[config.mk]
export PLATFORM = sky130hd
export DESIGN_NAME = inst_encoder
export DESIGN_NICKNAME = d
export VERILOG_FILES = /design/src/rtl/rv32_pkg.sv /design/src/rtl/inst_enc_fifo.sv /design/src/rtl/inst_encoder.sv
export SDC_FILE = /design/constraint.sdc
export NUM_CORES = 1
export LEC_CHECK = 0
export ABC_AREA = 1
export BUFFER_PORTS_ARGS = -buffer_cell sky130_fd_sc_hd__buf_2
export CORE_MARGIN = 5
export CORE_UTILIZATION = 57
export CTS_CLUSTER_SIZE = 24
export DETAILED_ROUTE_END_ITERATION = 8
export PLACE_DENSITY_LB_ADDON = 0.08
export SETUP_SLACK_MARGIN = 0.05
export SKIP_LAST_GASP = 1
export SLEW_MARGIN = 10
export SYNTH_ARGS = -nofsm -noshare
export SYNTH_HDL_FRONTEND = slang
export SYNTH_HIERARCHICAL = 1
export SYNTH_SLANG_ARGS = --single-unit
[constraint.sdc]
create_clock -name clk -period 3.5 [get_ports clk]
set_input_delay 0.7 -clock clk [delete_from_list [all_inputs] [get_ports clk]]
set_output_delay 0.7 -clock clk [all_outputs]
set_load 0.01 [all_outputs]
[src/rtl/rv32_pkg.sv]
// rv32_pkg: RV32I format codes, opcode constants, field positions and the
// field-packing function shared by the instruction encoder and the decoder.
package rv32_pkg;

  // Instruction format selector; codes 6 and 7 are illegal.
  typedef enum logic [2:0] {
    FMT_R = 3'd0,
    FMT_I = 3'd1,
    FMT_S = 3'd2,
    FMT_B = 3'd3,
    FMT_U = 3'd4,
    FMT_J = 3'd5
  } fmt_e;

  // Base RV32I major opcodes.
  localparam logic [6:0] OP_LOAD   = 7'h03;
  localparam logic [6:0] OP_IMM    = 7'h13;
  localparam logic [6:0] OP_AUIPC  = 7'h17;
  localparam logic [6:0] OP_STORE  = 7'h23;
  localparam logic [6:0] OP_REG    = 7'h33;
  localparam logic [6:0] OP_LUI    = 7'h37;
  localparam logic [6:0] OP_BRANCH = 7'h63;
  localparam logic [6:0] OP_JALR   = 7'h67;
  localparam logic [6:0] OP_JAL    = 7'h6F;

  // Field LSB positions inside a 32-bit instruction word.
  localparam int unsigned OPC_LSB = 0;
  localparam int unsigned RD_LSB  = 7;
  localparam int unsigned F3_LSB  = 12;
  localparam int unsigned RS1_LSB = 15;
  localparam int unsigned RS2_LSB = 20;
  localparam int unsigned F7_LSB  = 25;

  // Raw request fields as presented on the encoder's request port.
  typedef struct packed {
    logic [2:0]  fmt;
    logic [6:0]  opcode;
    logic [4:0]  rd;
    logic [4:0]  rs1;
    logic [4:0]  rs2;
    logic [2:0]  funct3;
    logic [6:0]  funct7;
    logic [31:0] imm;
  } inst_fields_t;

  function automatic logic fmt_legal(input logic [2:0] fmt);
    return (fmt <= 3'd5);
  endfunction

  // Packs fields into an RV32I word; immediates are truncated to the
  // bits the format can carry.
  function automatic logic [31:0] encode(input inst_fields_t f);
    logic [31:0] w;
    w = '0;
    w[OPC_LSB +: 7] = f.opcode;
    case (f.fmt)
      FMT_R: begin
        w[RD_LSB  +: 5] = f.rd;
        w[F3_LSB  +: 3] = f.funct3;
        w[RS1_LSB +: 5] = f.rs1;
        w[RS2_LSB +: 5] = f.rs2;
        w[F7_LSB  +: 7] = f.funct7;
      end
      FMT_I: begin
        w[RD_LSB  +: 5] = f.rd;
        w[F3_LSB  +: 3] = f.funct3;
        w[RS1_LSB +: 5] = f.rs1;
        w[31:20]        = f.imm[11:0];
      end
      FMT_S: begin
        w[F3_LSB  +: 3] = f.funct3;
        w[RS1_LSB +: 5] = f.rs1;
        w[RS2_LSB +: 5] = f.rs2;
        w[31:25]        = f.imm[11:5];
        w[11:7]         = f.imm[4:0];
      end
      FMT_B: begin
        w[F3_LSB  +: 3] = f.funct3;
        w[RS1_LSB +: 5] = f.rs1;
        w[RS2_LSB +: 5] = f.rs2;
        w[31]           = f.imm[12];
        w[30:25]        = f.imm[10:5];
        w[11:8]         = f.imm[4:1];
        w[7]            = f.imm[11];
      end
      FMT_U: begin
        w[RD_LSB +: 5] = f.rd;
        w[31:12]       = f.imm[31:12];
      end
      FMT_J: begin
        w[RD_LSB +: 5] = f.rd;
        w[31]          = f.imm[20];
        w[30:21]       = f.imm[10:1];
        w[20]          = f.imm[11];
        w[19:12]       = f.imm[19:12];
      end
      default: ;
    endcase
    return w;
  endfunction

endpackage

[src/rtl/inst_enc_fifo.sv]
// inst_enc_fifo: synchronous FIFO of encoded instruction words with
// occupancy count; head word is presented combinationally on rdata_o.
module inst_enc_fifo #(
  parameter int unsigned DEPTH = 4,
  parameter int unsigned W     = 32
) (
  input  logic                     clk,
  input  logic                     rst_n,
  input  logic                     push_i,
  input  logic [W-1:0]             wdata_i,
  input  logic                     pop_i,
  output logic [W-1:0]             rdata_o,
  output logic                     full_o,
  output logic                     empty_o,
  output logic [$clog2(DEPTH):0]   level_o
);

  localparam int unsigned AW = $clog2(DEPTH);

  logic [W-1:0] mem_q [DEPTH];
  logic [AW:0]  wr_q, wr_d;
  logic [AW:0]  rd_q, rd_d;
  logic         do_push, do_pop;

  assign level_o = wr_q - rd_q;
  assign full_o  = (level_o == (AW+1)'(DEPTH));
  assign empty_o = (wr_q == rd_q);
  assign rdata_o = mem_q[rd_q[AW-1:0]];

  assign do_push = push_i && !full_o;
  assign do_pop  = pop_i && !empty_o;

  // Pointer advance; extra MSB distinguishes full from empty.
  always_comb begin
    wr_d = wr_q;
    rd_d = rd_q;
    if (do_push) wr_d = wr_q + (AW+1)'(1);
    if (do_pop)  rd_d = rd_q + (AW+1)'(1);
  end

  // Pointer registers.
  always_ff @(posedge clk or negedge rst_n) begin
    if (!rst_n) begin
      wr_q <= '0;
      rd_q <= '0;
    end else begin
      wr_q <= wr_d;
      rd_q <= rd_d;
    end
  end

  // Storage write; contents need no reset since pointers gate visibility.
  always_ff @(posedge clk) begin
    if (do_push) mem_q[wr_q[AW-1:0]] <= wdata_i;
  end

endmodule

[src/rtl/inst_encoder.sv]
// inst_encoder: accepts RV32I field requests, registers the encoded word,
// queues it and writes it to instruction memory at an auto-incrementing
// pointer. Optional immediate range checking: INST_ENC_RANGE_CHECK_EN.
module inst_encoder
  import rv32_pkg::*;
#(
  parameter int unsigned DEPTH   = 4,
  parameter int unsigned IMEM_AW = 10
) (
  input  logic                     clk,
  input  logic                     rst_n,
  input  logic                     req_valid,
  output logic                     req_ready,
  input  logic [2:0]               req_fmt,
  input  logic [6:0]               req_opcode,
  input  logic [4:0]               req_rd,
  input  logic [4:0]               req_rs1,
  input  logic [4:0]               req_rs2,
  input  logic [2:0]               req_funct3,
  input  logic [6:0]               req_funct7,
  input  logic [31:0]              req_imm,
  input  logic                     load_addr,
  input  logic [IMEM_AW-1:0]       start_addr,
  output logic                     imem_we,
  output logic [IMEM_AW-1:0]       imem_addr,
  output logic [31:0]              imem_wdata,
  input  logic                     imem_ack,
  output logic                     busy,
  output logic [$clog2(DEPTH):0]   level,
  output logic                     err
);

  localparam int unsigned LW = $clog2(DEPTH) + 1;

  typedef enum logic {
    ST_IDLE,
    ST_WRITE
  } wr_state_e;

  wr_state_e          state_q, state_d;
  logic               rdy_q;
  logic               stage_v_q, stage_v_d;
  logic               stage_bad_q, stage_bad_d;
  logic [31:0]        stage_word_q, stage_word_d;
  logic [IMEM_AW-1:0] ptr_q, ptr_d;
  logic               err_q, err_d;

  logic               accept, bad_now, push, pop;
  logic               fifo_full, fifo_empty;
  logic [31:0]        fifo_head;
  logic [LW-1:0]      fifo_level;
  inst_fields_t       fields;

  assign fields = '{fmt: req_fmt, opcode: req_opcode, rd: req_rd,
                    rs1: req_rs1, rs2: req_rs2, funct3: req_funct3,
                    funct7: req_funct7, imm: req_imm};

`ifdef INST_ENC_RANGE_CHECK_EN
  logic range_fail;

  // Immediate must be representable by the format (and even for branches/jumps).
  always_comb begin
    range_fail = 1'b0;
    case (req_fmt)
      FMT_I, FMT_S: range_fail = !(&req_imm[31:11] || ~|req_imm[31:11]);
      FMT_B:        range_fail = !(&req_imm[31:12] || ~|req_imm[31:12]) || req_imm[0];
      FMT_J:        range_fail = !(&req_imm[31:20] || ~|req_imm[31:20]) || req_imm[0];
      FMT_U:        range_fail = |req_imm[11:0];
      default:      range_fail = 1'b0;
    endcase
  end

  assign bad_now = !fmt_legal(req_fmt) || range_fail;
`else
  assign bad_now = !fmt_legal(req_fmt);
`endif

  // The stage word counts against capacity so an accepted request always
  // has a FIFO slot waiting for it one cycle later.
  assign req_ready = rdy_q && !fifo_full &&
                     !(stage_v_q && (fifo_level == LW'(DEPTH - 1)));
  assign accept    = req_valid && req_ready;
  assign push      = stage_v_q && !stage_bad_q;

  inst_enc_fifo #(
    .DEPTH (DEPTH),
    .W     (32)
  ) u_fifo (
    .clk     (clk),
    .rst_n   (rst_n),
    .push_i  (push),
    .wdata_i (stage_word_q),
    .pop_i   (pop),
    .rdata_o (fifo_head),
    .full_o  (fifo_full),
    .empty_o (fifo_empty),
    .level_o (fifo_level)
  );

  assign imem_we    = (state_q == ST_WRITE);
  assign imem_addr  = ptr_q;
  assign imem_wdata = imem_we ? fifo_head : '0;
  assign busy       = !fifo_empty || stage_v_q || imem_we;
  assign level      = fifo_level;
  assign err        = err_q;

  // Encode stage: capture the packed word and its legality on accept.
  always_comb begin
    stage_v_d    = accept;
    stage_bad_d  = stage_bad_q;
    stage_word_d = stage_word_q;
    if (accept) begin
      stage_bad_d  = bad_now;
      stage_word_d = encode(fields);
    end
  end

  // Writer FSM: present head word until acked, pop on ack.
  always_comb begin
    state_d = state_q;
    pop     = 1'b0;
    case (state_q)
      ST_IDLE: begin
        if (!fifo_empty) state_d = ST_WRITE;
      end
      ST_WRITE: begin
        if (imem_ack) begin
          pop = 1'b1;
          if ((fifo_level == LW'(1)) && !push) state_d = ST_IDLE;
        end
      end
      default: state_d = ST_IDLE;
    endcase
  end

  // Write pointer and error pulse sources.
  always_comb begin
    ptr_d = ptr_q;
    if (load_addr && !busy) ptr_d = start_addr;
    else if (pop)           ptr_d = ptr_q + IMEM_AW'(1);
    err_d = (stage_v_q && stage_bad_q) || (load_addr && busy);
  end

  // State registers.
  always_ff @(posedge clk or negedge rst_n) begin
    if (!rst_n) begin
      state_q      <= ST_IDLE;
      rdy_q        <= 1'b0;
      stage_v_q    <= 1'b0;
      stage_bad_q  <= 1'b0;
      stage_word_q <= '0;
      ptr_q        <= '0;
      err_q        <= 1'b0;
    end else begin
      state_q      <= state_d;
      rdy_q        <= 1'b1;
      stage_v_q    <= stage_v_d;
      stage_bad_q  <= stage_bad_d;
      stage_word_q <= stage_word_d;
      ptr_q        <= ptr_d;
      err_q        <= err_d;
    end
  end

endmodule

# ---- After elaboration in Yosys (flattened, before gate mapping)
# Memory sizes are Yosys's and may differ from the RTL's.
# Cells that the tools add are included.
# W data, S select, Z words.
dict set report word_totals {
  ff_bits 53
  ramBits 128
  memories 1
  in_bits 82
  elab_cells 60
  output_inout_bits 49
}
# memory depth width read_ports rd_ports_with_merged_regs wr line_no
set memory_table {}
lappend memory_table {u_fifo.mem_q 4 32 1 0 1 inst_enc_fifo.sv:20} ;# logic [W-1:0] mem_q [DEPTH];
dict set report classes {
  mux 12
  n_lt_le_gt_ge 1
  bitwise 1
  n_eq_ne 9
  add_sub_neg 4
  n_reduce_logical 23
}
# operator n
set op_table {}
lappend op_table {{$pmux W25 S6} 1}
lappend op_table {{$mux W32} 1}
lappend op_table {{$mux W10} 2}
lappend op_table {{$logic_and A1 B1 Y1} 11}
lappend op_table {{$add A10 B1 Y10 const B} 1}
lappend op_table {{$eq A3 B2 Y1 const B} 3}
lappend op_table {{$eq A3 B3 Y1 const B} 3}
lappend op_table {{$logic_not A1 Y1} 7}
lappend op_table {{$mux W1} 7}
lappend op_table {{$add A3 B1 Y3 const B} 2}
lappend op_table {{$eq A3 B1 Y1 const B} 2}
lappend op_table {{$eq A3 B3 Y1} 1}
lappend op_table {{$le A3 B3 Y1 const B} 1}
lappend op_table {{$logic_not A3 Y1} 1}
lappend op_table {{$logic_or A1 B1 Y1} 3}
lappend op_table {{$sub A3 B3 Y3} 1}
lappend op_table {{$pmux W1 S2} 1}
lappend op_table {{$reduce_bool A2 Y1} 1}
lappend op_table {{$not A1 Y1} 1}

# ---- Depth between registers and ports, before layout
# Gate-level depths: netlist of run 1.
dict set report logic_depth {
  word_depth 7
  mapped_depth 15
  depth_no_buf 14
}

# ---- Hierarchy
# The synthesis of run 1 kept the hierarchy.
# module seq_area_each_um2 n_inst cells_each area_each_um2
set by_module_without_submodules {}
lappend by_module_without_submodules {inst_enc_fifo 3993.8 1 372 5251.3}
lappend by_module_without_submodules {inst_encoder 1176.1 1 433 2869.0}

# ---- Least setup slack after synthesis of run 1
# OpenSTA, ideal clock, no wires.
dict set report synth_timing {
  kind {reg2reg}
  from {reg u_fifo.wr_q[0]}
  to {mem u_fifo.mem_q[2][0], enable pin}
  path_slack_ns 0.180
  n_path_buf 0
  t_arrival_ns 2.899
  required_ns 3.079
  path_stages_with_launch 9
  path_cell_list {dfrtp_1 inv_1 ha_1 inv_1 fa_1 nor2_1 nand2_4 nand2_4 nor2_1}
}
dict set report synth_via {
  elab_chain_cells 6
}
# element line_no
set synth_lines {}
lappend synth_lines {{from (decl)} inst_enc_fifo.sv:21} ;# logic [AW:0] wr_q, wr_d;
lappend synth_lines {{from (signal assigned)} inst_enc_fifo.sv:47} ;# wr_q <= wr_d;
lappend synth_lines {{$sub A3 B3 Y3} inst_enc_fifo.sv:25} ;# assign level_o = wr_q - rd_q;
lappend synth_lines {{via level[1]} inst_encoder.sv:29} ;# output logic [$clog2(DEPTH):0] level,
lappend synth_lines {{$eq A3 B3 Y1} inst_enc_fifo.sv:26} ;# assign full_o = (level_o == (AW+1)'(DEPTH));
lappend synth_lines {{$logic_not A1 Y1} inst_enc_fifo.sv:30} ;# assign do_push = push_i && !full_o;
lappend synth_lines {{$logic_and A1 B1 Y1} inst_enc_fifo.sv:30}
lappend synth_lines {{$mux W1} inst_enc_fifo.sv:54} ;# if (do_push) mem_q[wr_q[AW-1:0]] <= wdata_i;
lappend synth_lines {{$mux W1 (implied by the code)} inst_enc_fifo.sv:54}
lappend synth_lines {{to (decl)} inst_enc_fifo.sv:20}
# The timed path passes the listed nets, and every way through them passes these cells.

# ---- Worst setup path in the final report of run 1
dict set report layout_timing {
  from {reg u_fifo.rd_q[0]}
  to {out req_ready}
}
dict set report layout_via {
  elab_chain_cells 5
}
# element line_no
set layout_lines {}
lappend layout_lines {{from (decl)} inst_enc_fifo.sv:22} ;# logic [AW:0] rd_q, rd_d;
lappend layout_lines {{from (signal assigned)} inst_enc_fifo.sv:48} ;# rd_q <= rd_d;
lappend layout_lines {{$sub A3 B3 Y3} inst_enc_fifo.sv:25}
lappend layout_lines {{$eq A3 B3 Y1} inst_enc_fifo.sv:26}
lappend layout_lines {{via fifo_full} inst_encoder.sv:49} ;# logic fifo_full, fifo_empty;
lappend layout_lines {{$logic_not A1 Y1} inst_encoder.sv:80} ;# assign req_ready = rdy_q && !fifo_full &&
lappend layout_lines {{$logic_and A1 B1 Y1 (2 in series)} inst_encoder.sv:80}
lappend layout_lines {{to (decl)} inst_encoder.sv:13} ;# output logic req_ready,
# The timed path passes the listed nets, and every way through them passes these cells.

==> metrics.yaml, run 1 <==
cts_sinks: 181
placed_area_mm2: 0.00893
crit_fanout: 24
overflow: 0
start_util_pct: 58.3
fin_crit_sh_pct: 94.4
rsz0062_at_grt: "false"
fp.dieH_um: 129
drt-initial-drc-count: 427
seqCellArea_mm2: 0.00517
cts_buffers: 17
dr.pass1.iters: 5
io_pins: 131
rows: 43
n_fill_cell: 1043
portBuffers: 130
htreeDepth: 4
p_per_area_mw_per_mm2: 879
nets: 1020
vias: 6065
arrival_ns: 2.60
ys_seq_elements: 181
stdcell_count: 1122
postSynthCellCount: 805
cts_tree: "yes"
syn_area_per_cell_um2: 10.1
clockBufferDepth: 2
multi_input_area_mm2: 0.00243
final_hold_viol_count: 0
antenna_found_initial: 0
worstSetupPathType: "register to output port"
root_buffer: "clkbuf_16"
ir_drop_mv: 0.399
drv_cap: 0
grt_pass1_vias: 6006
wire_per_inst_um: 16.8
netlist_area_mm2: 0.00812
cp-end-kind: "output port"
ys_seq_area_share_pct: 63.7
clock_latency_ns: 0.43
finalSetupViolCount: 0
grt_max_degree: 45
critPathRequiredTime_ns: 2.80
max_freq_ghz: 0.303
cts.hold.buffers_added: 0
syn_to_final_growth_pct: 18.0
fin_skew_ns: 0.00611
wirelength_um: 18800
start_kind: "register"
yosys_warnings: 6
die-area_mm2: 0.0167
final_area_mm2: 0.00958
post_cts_resized: 0
syn_nets: 896
power_mw: 8.42
postCtsSetupBuffers: 0
fp.coreArea_mm2: 0.0139
status: "finished, final reports clean"
vias_per_cell: 5.41
tns_ns: 0
worst_slew_pin_slew_ns: 0.732
drc: 0
relSlewSlack_pct: 51.2
antennaDiodeCount: 0
track_usage_pct: 23.5
slew_violations: 0
dp.cells: 1090
hpwlAfterDp_um: 12100
hp-class: "input pin to asynchronous set/reset pin"
power.leakage_nw: 4.39
ys_types: 34
antenna_left: 0
gp_congestion: 0.865
clkTransAtPathRegs_ns: 0.06
die_w_um: 129
drive_above_1_share_pct: 21.2
grt_pass1_wl_um: 30100
final.min_clock_period_ns: 3.30
==> final cells by class <==
class / instances / share of cell area, %
clock inverters: 11 / 1.78
well taps: 180 / 2.35
flip-flops and latches: 181 / 54.0
inverters: 80 / 3.13
multi-input cells: 507 / 25.4
clock buffers: 21 / 5.02
repair buffers: 142 / 8.39
==> synth_stat cells <==
library cell  count  area share, %
edfxtp_1        128             47
buf_4             3           0.28
inv_1            73            3.4
or2_0             2           0.15
clkbuf_2          1          0.062
nor3_2            1           0.12
clkbuf_1          8           0.37
nand3b_1          3           0.28
nor2_4            1           0.14
conb_1            1          0.046
buf_1             1          0.046
a22o_1            7           0.76
nand4_1          10           0.77
xor2_1            2           0.22
o211ai_1          2           0.18
nor2_2            1          0.077
inv_2             7           0.32
xnor2_1           1           0.11
buf_2            14           0.86
nand3_2           5           0.62
fa_1              1           0.25
nand2_2           3           0.23
a41oi_1           1           0.11
nand2_4           3           0.42
o21ai_1          24            1.5
nor2_1           83            3.8
nand3_1          33            2.0
o22ai_1          32            2.5
o21ai_0          54            3.3
dfrtp_1          53             16
buf_6            10            1.4
ha_1              8            1.2
nor2_8            1           0.25
nand2_1         228             11
==> logic make-up after synthesis <==
family	after synthesis	synth area share, %
flip-flops	181	63.7
AND/OR/NAND/NOR	374	19.5
buffers and inverters	117	6.70
XOR/XNOR	3	0.324
AO/OA/AOI/OAI	120	8.32
adder cells (fa/ha/maj)	9	1.48
other	1	0.0462
==> where the power goes <==
part | internal [mW] | total [mW] | switching [mW]
clock network | 1.27 | 2.04 | 0.773
logic | 1.04 | 2.91 | 1.87
registers | 3.04 | 3.47 | 0.430
total | 5.35 | 8.42 | 3.07
==> metal layers <==
metal	part of all wire (%)	vias up	wire [um]	GRT usage (%)
met1	43	2904	8020	31.5
met2	50	205	9320	38.8
li1	-	2938	-	-
met5	0	-	0	0
met3	6.5	18	1230	5.07
met4	1.2	0	222	7.29
==> sequential cells by signal (all words and copies together) (netlist names) <==
name	cells
err	1
imem_addr	10
imem_we	1
rdy_q	1
stage_bad_q	1
stage_v_q	1
stage_word_q	32
u_fifo/mem_q	128
u_fifo/rd_q	3
u_fifo/wr_q	3
==> per-stage QoR <==
step / setup slack (ns) / utilization [%] / hold slack (ns)
2_1_floorplan: 0.180 / - / 0.404
3_3_place_gp: 0.723 / 64.1 / 0.494
3_5_place_dp: 0.716 / 64.1 / 0.501
4_1_cts: 0.197 / 68.7 / 0.343
5_1_grt: 0.0735 / 68.7 / 0.370
6_report: 0.195 / 68.7 / 0.336
==> worst max-delay path: stages (launching register included) <==
cell     delay (ns)
dfrtp_2        0.64
ha_1           0.24
inv_1          0.06
fa_1           0.56
nor2_1         0.10
nand2_4        0.12
inv_1          0.06
nor2_1         0.16
nand2_1        0.07
inv_1          0.05
buf_2          0.12
==> path summary, 6_finish.rpt <==
| kind | start | to | slack [ns] | cells past startpoint |
|---|---|---|---|---|
| worst max-delay path | u_fifo/rd_q[0]$_DFFE_PN0P_ | req_ready | 0.20 | 10 |
| worst min-delay path | rst_n | u_fifo/rd_q[0]$_DFFE_PN0P_ | 0.34 | 1 |
| min in group clk | req_opcode[1] | stage_word_q[1]$_DFFE_PN0P_ | 0.48 | 3 |
| worst max register to register | u_fifo/rd_q[0]$_DFFE_PN0P_ | stage_word_q[11]$_DFFE_PN0P_ | 0.70 | 11 |
| worst min register to register | stage_word_q[31]$_DFFE_PN0P_ | u_fifo/mem_q[1][31]$_DFFE_PP_ | 0.52 | 0 |
| max in group asynchronous | rst_n | stage_word_q[18]$_DFFE_PN0P_ | 2.57 | 2 |
==> cell usage in the layout, fill, tap and decap left out, types with 8 or more instances in the layout <==
| cell | netlist | layout |
|---|---|---|
| nand2_1 | 228 | 228 |
| nor2_1 | 83 | 80 |
| o22ai_1 | 32 | 32 |
| clkbuf_16 | 0 | 17 |
| o21ai_0 | 54 | 54 |
| buf_2 | 14 | 130 |
| nand3_1 | 33 | 33 |
| ha_1 | 8 | 8 |
| edfxtp_1 | 128 | 128 |
| dfrtp_1 | 53 | 52 |
| o21ai_1 | 24 | 24 |
| inv_1 | 73 | 73 |
| nand4_1 | 10 | 10 |
Power figures use the tool's default switching activity.
==> run 2, diff against run 1 <==
- CORE_UTILIZATION: 57 -> 60
- clock period: 3.5 -> 3.9 ns (I/O delays scaled with it)
==> metrics.yaml, run 2 (synthesized netlist as in run 1, its figures left out) <==
dr.pass1.iters: 5
fin_skew_ns: 0.00943
drv_cap: 0
postCtsSetupBuffers: 0
arrival_ns: 2.67
cts_sinks: 181
n_fill_cell: 998
status: "finished, final reports clean"
fin_crit_sh_pct: 88.5
wirelength_um: 18900
cts_buffers: 17
overflow: 0
portBuffers: 130
final_core_util_pct: 71.6
multi_input_area_mm2: 0.00243
grt_pass1_wl_um: 30300
start_util_pct: 61.3
hp-class: "input pin to asynchronous set/reset pin"
largest_reg_flops: 128
finalSetupViolCount: 0
grt_pass1_vias: 6032
layout_common_cells: "nand2_1 (228), buf_2 (130), edfxtp_1 (128)"
tns_ns: 0
die_w_um: 126
power.leakage_nw: 4.35
grt_max_degree: 43
vias: 6107
cp-end-kind: "output port"
layout_commonest_cell: "nand2_1"
relSlewSlack_pct: 35.3
fp.dieH_um: 126
io_pins: 131
die-area_mm2: 0.0160
cts.hold.buffers_added: 0
start_kind: "register"
clockBufferDepth: 2
final_hold_viol_count: 0
power_mw: 7.46
worst_slew_pin_slew_ns: 0.971
clock_latency_ns: 0.43
track_usage_pct: 24.3
seqCellArea_mm2: 0.00517
syn_to_final_growth_pct: 16.7
clkTransAtPathRegs_ns: 0.07
critPathRequiredTime_ns: 3.12
crit_fanout: 33
whs_ns: 0.257
vias_per_cell: 5.46
antenna_left: 0
nets: 1020
rows: 42
cts_tree: "yes"
p_per_area_mw_per_mm2: 787
drt-initial-drc-count: 546
hpwlAfterDp_um: 12200
drc: 0
rsz0062_at_grt: "false"
antennaDiodeCount: 0
worstSetupPathType: "register to output port"
ir_drop_mv: 0.416
final.min_clock_period_ns: 3.45
slew_violations: 0
wire_per_inst_um: 16.9
gp_congestion: 0.916
root_buffer: "clkbuf_16"
post_cts_resized: 0
max_freq_ghz: 0.290
htreeDepth: 4
drive_above_1_share_pct: 21.2
antenna_found_initial: 0
fp.coreArea_mm2: 0.0132
## run 2: cell count changes in the layout (fill, tap and decap cells not counted)
cell,before,now
inv_6,1,2
bufinv_16,4,3
clkinvlp_4,3,2
buf_12,5,0
buf_4,7,12
clkinv_2,2,3
clkinv_4,1,3
inv_8,0,1
clkbuf_8,4,1
## run 2: layer usage
layer	part of all wire (%)	vias to the layer above	track usage [%]
met2	49	240	40.2
met1	42	2913	32.9
met5	0	-	0
met4	1.3	0	7.51
met3	7.4	19	5.00
li1	-	2935	-
## run 2: critical path, stage by stage, from the launching register on
cell     delay [ns]
dfrtp_2        0.38
buf_4          0.33
ha_1           0.22
inv_1          0.05
fa_1           0.57
nor2_1         0.10
nand2_4        0.12
inv_1          0.05
nor2_1         0.16
nand2_1        0.08
inv_1          0.05
buf_2          0.12
## run 2: final timing paths
| kind | start | endpoint | slack, ns | depth (start not counted) |
|---|---|---|---|---|
| hold / removal | rst_n | stage_word_q[25]$_DFFE_PN0P_ | 0.26 | 1 |
| setup reg to reg | u_fifo/rd_q[0]$_DFFE_PN0P_ | stage_word_q[22]$_DFFE_PN0P_ | 0.74 | 13 |
| hold reg to reg | stage_word_q[12]$_DFFE_PN0P_ | u_fifo/mem_q[1][12]$_DFFE_PP_ | 0.51 | 0 |
| setup / recovery | u_fifo/rd_q[0]$_DFFE_PN0P_ | req_ready | 0.45 | 11 |
| min in group clk | stage_word_q[12]$_DFFE_PN0P_ | u_fifo/mem_q[1][12]$_DFFE_PP_ | 0.51 | 0 |
| max in group asynchronous | rst_n | u_fifo/rd_q[0]$_DFFE_PN0P_ | 2.75 | 2 |
## run 2: area by class of cell
| type | count | area share (%) |
|---|---|---|
| inverters | 80 | 3.17 |
| clock buffers | 18 | 4.63 |
| flip-flops and latches | 181 | 54.6 |
| well taps | 176 | 2.32 |
| multi-input cells | 507 | 25.6 |
| clock inverters | 14 | 1.85 |
| repair buffers | 142 | 7.82 |
## run 2: report_power, final
part,total (mW),internal (mW),switching [mW]
clock network,1.76,1.03,0.725
registers,3.09,2.73,0.365
logic,2.61,0.910,1.70
## run 2: through the flow
stage               area (um^2)  std cells  setup slack [ns]
global placement           8860       1086             0.913
finish                     9480       1118             0.447
global route               9480       1118             0.287
CTS                        9480       1118             0.436
detailed placement         8860       1086             0.777
floorplan                  8120        805             0.580
==> run 3, diff against run 2 <==
- ABC_AREA: 1 -> default
==> metrics.yaml, run 3 <==
cts.hold.buffers_added: 0
power_mw: 6.99
ys_types: 49
ys_seq_elements: 181
finalSetupViolCount: 0
nets: 721
start_kind: "register"
track_usage_pct: 22.2
overflow: 0
arrival_ns: 2.59
reg2reg_slack_ns: 1.05
netlist_area_mm2: 0.00780
layout_common_cells: "buf_2 (130), edfxtp_1 (128), dfrtp_1 (51)"
htreeDepth: 4
grt_pass1_wl_um: 24900
rsz0062_at_grt: "false"
cts_tree: "yes"
die_w_um: 124
cp-end-kind: "output port"
synth.top_cells.by_area: "edfxtp_1 (49%), dfrtp_1 (17%), mux4_2 (9.2%)"
clockBufferDepth: 2
wire_per_inst_um: 19.3
root_buffer: "clkbuf_16"
dr.pass1.iters: 4
final.min_clock_period_ns: 3.37
p_per_area_mw_per_mm2: 764
grt_max_degree: 60
synth_edf_count: 128
synth_flop_cell: "edfxtp_1"
antennaDiodeCount: 0
fp.dieH_um: 124
drv_cap: 0
async_flop_share_pct: 29.3
layout_commonest_cell: "buf_2"
drt-initial-drc-count: 364
start_util_pct: 61.5
clock_latency_ns: 0.42
critPathTopFamily: "simple AND/OR/NAND/NOR gates"
postCtsSetupBuffers: 0
ir_drop_mv: 0.734
r2r_cells: 7
final_hold_viol_count: 0
rr_endpoint: "u_fifo/mem_q[2][5]$_DFFE_PP_"
max_freq_ghz: 0.297
die-area_mm2: 0.0154
crit_slowest_cell: "fa_1"
path_cells: "inv_1, ha_1, inv_1, fa_1, nor2b_1, and2_2, and3b_1, buf_2"
relSlewSlack_pct: 37.2
slew_violations: 0
fin_skew_ns: 0.0113
critPathRequiredTime_ns: 3.12
hp-class: "input pin to asynchronous set/reset pin"
largest_reg_flops: 128
antenna_found_initial: 0
rows: 41
crit_fanout: 4
slowest_delay_ns: 0.50
synthTopCellsByCount: "edfxtp_1 (128), dfrtp_1 (53), a21oi_1 (36)"
fp.coreArea_mm2: 0.0127
fin_crit_sh_pct: 86.4
drive_above_1_share_pct: 36.1
worst_slew_pin_slew_ns: 0.941
gp_congestion: 0.827
crit_path_frequent_cell: "inv_1"
syn_to_final_growth_pct: 17.3
worstSetupPathType: "register to output port"
syn_area_per_cell_um2: 15.8
vias: 4640
cts_buffers: 17
post_cts_resized: 0
grt_pass1_vias: 4791
power.leakage_nw: 3.48
post-synth-top-area-fraction_pct: 49.3
vias_per_cell: 5.69
drc: 0
wirelength_um: 15700
antenna_left: 0
synth_area_leader_cell: "edfxtp_1"
reg2reg_from: "u_fifo/wr_q[0]$_DFFE_PN0P_"
critPathBufInv: 3
status: "finished, final reports clean"
hpwlAfterDp_um: 10300
portBuffers: 130
cts_sinks: 181
tns_ns: 0
postSynthCellCount: 495
yosys_warnings: 6
clkTransAtPathRegs_ns: 0.06
ys_seq_area_share_pct: 66.3
syn_nets: 586
io_pins: 131
synth.most_common_cell: "edfxtp_1"
[run 3: changes by cell type in the layout (fill, tap and decap cells not counted), sizes merged, moves of 19 or more]
cell and delta:
o21ai -66, inv -73, and2 +37, nand3 -35, nor2b +19, a21oi +36
nor2 -63, nand2 -218, mux4 +32, o22ai -30
[run 3: where the power goes]
group          switching [mW]  total (mW)  internal (mW)  leakage [nW]
clock                   0.657        1.52          0.868         0.255
combinational            1.20        2.34           1.14          1.46
sequential              0.365        3.13           2.76          1.77
[run 3: logic make-up after synthesis]
logic type / after synthesis / synth area share (%)
AO/OA/AOI/OAI: 85 / 6.83
buffers and inverters: 36 / 2.39
XOR/XNOR: 15 / 1.88
flip-flops: 181 / 66.3
multiplexers: 52 / 12.4
other: 1 / 0.0481
AND/OR/NAND/NOR: 116 / 8.57
adder cells (fa/ha/maj): 9 / 1.54
[run 3: how the worst max path moves through the flow]
stage,from,end,slack (ns),cells past startpoint
after floorplan,u_fifo/rd_q[1]$_DFFE_PN0P_,u_fifo/mem_q[1][0]$_DFFE_PP_,0.81,7
after global placement,u_fifo/wr_q[0]$_DFFE_PN0P_,req_ready,1.09,8
after detailed placement,u_fifo/wr_q[0]$_DFFE_PN0P_,req_ready,1.02,8
after CTS,u_fifo/wr_q[0]$_DFFE_PN0P_,req_ready,0.54,8
after global routing,u_fifo/wr_q[0]$_DFFE_PN0P_,req_ready,0.38,8
final,u_fifo/wr_q[0]$_DFFE_PN0P_,req_ready,0.53,8
[run 3: area by class of cell]
| class | instances | area, um^2 |
|---|---|---|
| sequential | 181 | 5170 |
| fill | 824 | 3520 |
| multi-input combinational | 278 | 2450 |
| timing repair buffer | 142 | 753 |
| clock buffer | 21 | 440 |
| tap | 172 | 215 |
| clock inverter | 11 | 86.3 |
| inverter | 10 | 37.5 |
[run 3: through the flow]
step / setup slack (ns) / hold slack (ns) / area, um^2 / instances / util (%)
2_1_floorplan: 0.812 / 0.476 / 7800 / 495 / -
3_3_place_gp: 1.09 / 0.489 / 8620 / 783 / 68.1
5_1_grt: 0.376 / 0.540 / 9150 / 815 / 72.2
6_report: 0.532 / 0.498 / 9150 / 815 / 72.2
4_1_cts: 0.543 / 0.520 / 9150 / 815 / 72.2
3_5_place_dp: 1.02 / 0.507 / 8620 / 783 / 68.1
[run 3: layer usage]
metal / global-route usage (%) / up-vias / share of wire (%)
met1: 29.6 / 2334 / 41
met4: 5.75 / 0 / 0.97
met5: 0 / - / 0
met2: 36.4 / 154 / 52
met3: 6.58 / 11 / 6.4
li1: - / 2141 / -
